## src/rtl/bcd_updown_counter.sv

```systemverilog
// Multi-digit BCD up/down counter with programmable terminal value,
// synchronous load, wrap pulse and sticky error flag.
//
// Ports:
//   clk      rising-edge clock
//   reset    synchronous active-low reset
//   en       count enable, one step per enabled edge
//   up       direction: 1 up, 0 down
//   load     parallel load request (priority over en)
//   load_val BCD value to load, digit 0 in [3:0]
//   limit    BCD terminal value, count range 0..limit
//   counter  registered BCD count
//   tc       registered wrap pulse
//   err      sticky error flag, cleared only by reset
module bcd_updown_counter #(
  parameter int DIGITS = 2
) (
  input  logic                  clk,
  input  logic                  reset,
  input  logic                  en,
  input  logic                  up,
  input  logic                  load,
  input  logic [4*DIGITS-1:0]   load_val,
  input  logic [4*DIGITS-1:0]   limit,
  output logic [4*DIGITS-1:0]   counter,
  output logic                  tc,
  output logic                  err
);

  localparam int W = 4 * DIGITS;

  logic         lim_bad;
  logic         val_bad;
  logic [W-1:0] inc_val;
  logic [W-1:0] dec_val;
  logic [W-1:0] cnt_nxt;
  logic         tc_nxt;
  logic         err_nxt;

  always_comb begin
    lim_bad = 1'b0;
    val_bad = 1'b0;
    for (int i = 0; i < DIGITS; i++) begin
      if (limit[4*i +: 4] > 4'd9)
        lim_bad = 1'b1;
      if (load_val[4*i +: 4] > 4'd9)
        val_bad = 1'b1;
    end
  end

  // Digit-wise ripple carry/borrow across the whole count.
  always_comb begin
    logic       carry;
    logic       borrow;
    logic [3:0] d;
    carry   = 1'b1;
    borrow  = 1'b1;
    inc_val = '0;
    dec_val = '0;
    for (int i = 0; i < DIGITS; i++) begin
      d = counter[4*i +: 4];
      if (carry) begin
        if (d == 4'd9) begin
          inc_val[4*i +: 4] = 4'd0;
        end else begin
          inc_val[4*i +: 4] = d + 4'd1;
          carry = 1'b0;
        end
      end else begin
        inc_val[4*i +: 4] = d;
      end
      if (borrow) begin
        if (d == 4'd0) begin
          dec_val[4*i +: 4] = 4'd9;
        end else begin
          dec_val[4*i +: 4] = d - 4'd1;
          borrow = 1'b0;
        end
      end else begin
        dec_val[4*i +: 4] = d;
      end
    end
  end

  // Valid BCD buses order the same as plain unsigned vectors,
  // so magnitude compares use the packed value directly.
  always_comb begin
    cnt_nxt = counter;
    tc_nxt  = 1'b0;
    err_nxt = err;
    if ((load || en) && lim_bad) begin
      err_nxt = 1'b1;
    end else if (load) begin
      if (!val_bad && (load_val <= limit))
        cnt_nxt = load_val;
      else
        err_nxt = 1'b1;
    end else if (en) begin
      if (up) begin
        if (counter >= limit) begin
          cnt_nxt = '0;
          tc_nxt  = 1'b1;
        end else begin
          cnt_nxt = inc_val;
        end
      end else begin
        if (counter == '0) begin
          cnt_nxt = limit;
          tc_nxt  = 1'b1;
        end else begin
          cnt_nxt = dec_val;
        end
      end
    end
  end

  always_ff @(posedge clk) begin
    if (!reset) begin
      counter <= '0;
      tc      <= 1'b0;
      err     <= 1'b0;
    end else begin
      counter <= cnt_nxt;
      tc      <= tc_nxt;
      err     <= err_nxt;
    end
  end

endmodule

```

## config.mk

```make
export PLATFORM = sky130hd
export DESIGN_NAME = bcd_updown_counter
export DESIGN_NICKNAME = d
export VERILOG_FILES = /design/src/rtl/bcd_updown_counter.sv
export SDC_FILE = /design/constraint.sdc
export NUM_CORES = 1
export LEC_CHECK = 0
export BUFFER_PORTS_ARGS = -buffer_cell sky130_fd_sc_hd__buf_2
export CORE_UTILIZATION = 30
export CTS_BUF_LIST = sky130_fd_sc_hd__clkbuf_4
export DETAILED_ROUTE_END_ITERATION = 12
export PLACE_DENSITY_LB_ADDON = 0.12
export SLEW_MARGIN = 20
export SYNTH_ARGS = -nofsm -noshare
export SYNTH_HDL_FRONTEND = slang
export SYNTH_SLANG_ARGS = --single-unit
export TNS_END_PERCENT = 1
```

## constraint.sdc

```tcl
create_clock -name clk -period 5.72 [get_ports clk]
set_clock_uncertainty 0.15 [all_clocks]
set_input_delay 0.286 -clock clk [delete_from_list [all_inputs] [get_ports clk]]
set_output_delay 0.286 -clock clk [all_outputs]
set_load 0.02 [all_outputs]
```

### Yosys cells after proc, flatten, opt, wreduce, memory -nomap -nowiden

Index checks and enable logic that the tools add are counted.

| storage, ports and cells | value |
|---|---|
| register bits after elaboration | 10 |
| bits of input ports | 21 |
| output and inout bits | 10 |
| word-level logic and storage cells | 60 |

| operators by class | value |
|---|---|
| add/sub/neg operators | 4 |
| magnitude comparators | 6 |
| equality and inequality tests | 5 |
| mux-type cells | 24 |
| bitwise gates (word level) | 3 |
| reductions and logical operators | 14 |

Operator list:

| kind | count |
|---|---|
| two-way mux 8 bit | 6 |
| two-way mux 4 bit | 6 |
| > comparator 4 bit, second input constant | 4 |
| two-way mux 1 bit | 12 |
| adder 4 x 1 -> 4 bit, second input constant | 2 |
| == test 4 bit, second input constant | 2 |
| greater-or-equal comparator 8 bit | 1 |
| <= comparator 8 bit | 1 |
| logical NOT 4 bit | 2 |
| logical NOT 8 bit | 1 |
| subtractor 4 x 1 -> 4 bit, second input constant | 2 |
| AND reduction 5 bit | 1 |
| inequality test 4 x 1 -> 1 bit, second input constant | 1 |
| nonzero test 2 bit | 2 |
| nonzero test 4 bit | 1 |
| OR reduction 4 bit | 1 |
| inverter 1 bit | 3 |
| AND reduction 3 bit | 1 |
| logical AND 1 bit | 2 |
| inequality test 2 x 1 -> 1 bit, second input constant | 1 |
| inequality test 2 bit, second input constant | 1 |
| AND reduction 2 bit | 1 |
| logical NOT 1 bit | 1 |
| logical OR 1 bit | 1 |

### Longest topological paths before layout

| logic depth | value |
|---|---|
| word-level depth | 8 |
| depth in mapped cells | 8 |
| mapped depth without buffers | 8 |

### Worst setup path after synthesis

OpenSTA, ideal clock, no wires.

| path | value |
|---|---|
| kind | reg2reg |
| start point | reg counter[0] |
| end point | reg counter[7] |
| setup time | 132 ps |
| arrival | 2040 ps |
| data required time | 5438 ps |
| setup slack | 3399 ps |
| cell stages (with the launch flop) | 8 |
| buffers on the path | 0 |
| clock period less this slack | 2321 ps |
| cells stage by stage | dfxtp_1 > inv_1 > ha_1 > o21ai_0 > a221oi_2 > nor4_1 > o311ai_0 > mux2i_1 |

| on the way | value |
|---|---|
| longest elaborated chain between the ends | 5 |
| elaborated cells between the ends (all ways) | 14 |
| those cells by class | 1 x order compare; 2 x eq/ne; 7 x mux; 4 x reduce/logical |

RTL lines:

| item | RTL line | source |
|---|---|---|
| start, declared | 25 | `output logic [4*DIGITS-1:0] counter,` |
| start signal, assigned | 123 | `counter <= cnt_nxt;` |
| greater-or-equal comparator 8 bit / logical NOT 8 bit (equally long branches) | 100, 107 |  |
| two-way mux 8 bit, on equally long branches | 100, 107 |  |
| two-way mux 8 bit | 99 | `if (up) begin` |
| two-way mux 8 bit | 98 | `end else if (en) begin` |
| two-way mux 8 bit | 93 | `end else if (load) begin` |

Several ways; a longest one is shown, not always the timed one. The select of a mux whose other input is x is not followed.
A chain may end at the register's enable or synchronous reset.

### Final worst setup path

| path | value |
|---|---|
| start point | reg counter[6] |
| end point | reg counter[6] |

| on the way | value |
|---|---|
| longest elaborated chain between the ends | 7 |
| elaborated cells between the ends (all ways) | 18 |
| those cells by class | 2 x add/sub; 1 x order compare; 2 x eq/ne; 9 x mux; 4 x reduce/logical |

RTL lines:

| item | RTL line | source |
|---|---|---|
| subtractor 4 x 1 -> 4 bit, or another cell as far along | 76 | `dec_val[4*i +: 4] = d - 4'd1;` |
| two-way mux 4 bit, on equally long branches | 73, 63 |  |
| two-way mux 4 bit, on equally long branches | 72, 62 |  |
| two-way mux 8 bit, on equally long branches | 107, 100 |  |
| two-way mux 8 bit | 99 |  |
| two-way mux 8 bit | 98 |  |
| two-way mux 8 bit | 93 |  |

Several ways; a longest one is shown, not always the timed one. The select of a mux whose other input is x is not followed.

==> metrics.txt <==
H-tree depth 1; top cells by count, synth ha_1 (22), inv_1 (17), nand2_1 (13), nor2_1 (13); M1 WL 1965 um; cell taking the most area after synthesis ha_1; crit-path max FO 12; Synth Instances 175; cts bufs inserted 3; largest net degree at the start of global routing 19; Layout area overhead 13.93%; Fin Setup TNS 0 ps; post-CTS resize count 0; final net count 243; Die Wd 69.46 um; CP Launch Type flip-flop; most frequent cell after synthesis ha_1; Mapped Avg Cell Area 7.800 sq um; WP data arrival 2630 ps; reg2reg start counter[6]; GR Overflow Total 0; Worst Max-Slew Pin Slew 705.4 ps; DRC viols 0; mapped cell area 1365 sq um; hold depth 3; pre-CTS WS 3187 ps; Register Area 200.2 sq um; Finished Layout Cells 251; met3 wire length 244 um; clk_lat worst skew 280 ps; flops & latches, synth 10; sequential share of the synthesized area 14.67%; hold slack 148.8 ps; hold buffers post-CTS 0; post-DR vias/cell 5.661; utilization after layout 35.72%; Core Area 4354 sq um; routed wl met2 1860 um; vias in the first global route 1390; critical path capture point type flip-flop; RSZ-0062 raised after global routing no; Hold Crit Class primary input to flip-flop; Detailed Routing Iterations Pass 1 4; period utilization 44.78%; number of instances in the placed design 247; layout cells sized above 1 20.10%; critical path required time 5780 ps; DR WL/cell 16.75 um; R2R Setup Slk 3160 ps; CTS tree built; Top Metal Used met4; Root Buffer clkbuf_4; DIE AREA 4824 sq um; first-pass GRT wire length 6824 um; Syn Nets 218; Post-CTS Setup Inserts 0; number of fill cells 468; yosys warns 0; Starting Density 31.35%; initial antenna violation count 0; IO Pins 31; Clk pin slew, worst setup/hold paths 80 ps; Power Total 0.2394 mW; post-layout min period 2562 ps; Via Count 1421; FP Rows 24; GRT Total Usage 18.32%; final hold vios 0; WS Path Type flip-flop to flip-flop; reg2reg path depth 6; WHS Endpoint err; hold wc startpoint en; DR iter-0 viols 55; CTS Sinks 10; final setup violation count 0; hpwl dp 3418 um; worst-case vdd ir drop 62.87 uV; Clock Path Buffers 2; post-route cell area 1555 sq um; Rel. slew slack 52.97%; PortBufs 30; Yosys top cell area share 20.16%; final weighted congestion in routability-driven placement 0.8372; FF-to-FF End counter[6]; height of the chip 69.46 um; placed cell area 1529 sq um; antenna diode instance count 0; number of flops mapped to enable cells by yosys 0; Static Leak 0.7603 nW; Max Freq 390.4 MHz; Synth area leaders ha_1 (20%), dfxtp_1 (15%), mux2i_1 (5.9%); status finished, final reports clean; Slew Limit Fails 0; ys flop type dfxtp_1; power density cells 153.9 nW/um^2; total wire length 4203 um; library cells used by synthesis 44; Multi-input gate area 1046 sq um; DRT antenna net count 0; Worst Setup Slack, final 3158 ps; max-cap violation count 0; ys async rst share 0%
## area by class of cell
cell class | instances | share of cell area (%)
multi-input cells | 137 | 67.26
repair buffers | 30 | 9.654
clock buffers | 3 | 1.448
inverters | 18 | 4.344
flip-flops and latches | 10 | 12.87
well taps | 52 | 4.183
clock inverters | 1 | 0.2414
## cells by family after synthesis
family | synth area share [%]
AO/OA/AOI/OAI | 24.66
XOR/XNOR | 2.567
adder cells (fa/ha/maj) | 20.16
buffers and inverters | 8.707
flip-flops | 14.67
multiplexers | 5.866
AND/OR/NAND/NOR | 23.37
## state kept, by name, indices dropped and copies added (netlist names)
| signal | cells |
|---|---|
| counter | 8 |
| err | 1 |
| tc | 1 |
## cell usage in the layout, fill, tap and decap left out, types with 3 or more instances in the layout
cell type / count
nor4b_1: 3
mux2i_1: 8
nand2_1: 13
o31ai_1: 6
ha_1: 22
o221ai_1: 7
inv_1: 17
nand3_1: 4
a21oi_1: 10
dfxtp_1: 10
buf_2: 30
nor4_1: 7
o21ai_0: 7
nand2b_1: 3
clkbuf_4: 3
nor2_1: 13
## critical path: stages (launching register included)
cell     delay [ps]
dfxtp_1         580
ha_1            330
a21o_1          190
a211o_1         420
or3_4           380
a31oi_4         240
mux2i_1         210
## per-layer routing
metal  vias to the layer above  track usage, %
met5                         -               0
li1                        700               -
met3                        11           3.198
met1                       668           25.00
met4                         0           7.937
met2                        42           28.16
## report_power, final
part / internal, mW / switching (mW) / leakage, nW / total, mW
logic: 0.0418 / 0.0619 / 0.663 / 0.104
registers: 0.0735 / 0.00888 / 0.0815 / 0.0823
clock network: 0.0253 / 0.0280 / 0.0154 / 0.0533
total: 0.141 / 0.0988 / 0.760 / 0.239
## worst max path at each step
stage                     startpoint         end  slack [ps]  depth (start not counted)
after global routing      counter[2]  counter[7]        2950                          7
after CTS                 counter[6]  counter[5]        3170                          6
after detailed placement  counter[6]  counter[5]        3190                          6
final                     counter[6]  counter[6]        3160                          6
after floorplan           counter[0]  counter[7]        3400                          7
after global placement    counter[6]  counter[5]        3210                          6
Power figures use the tool's default switching activity.
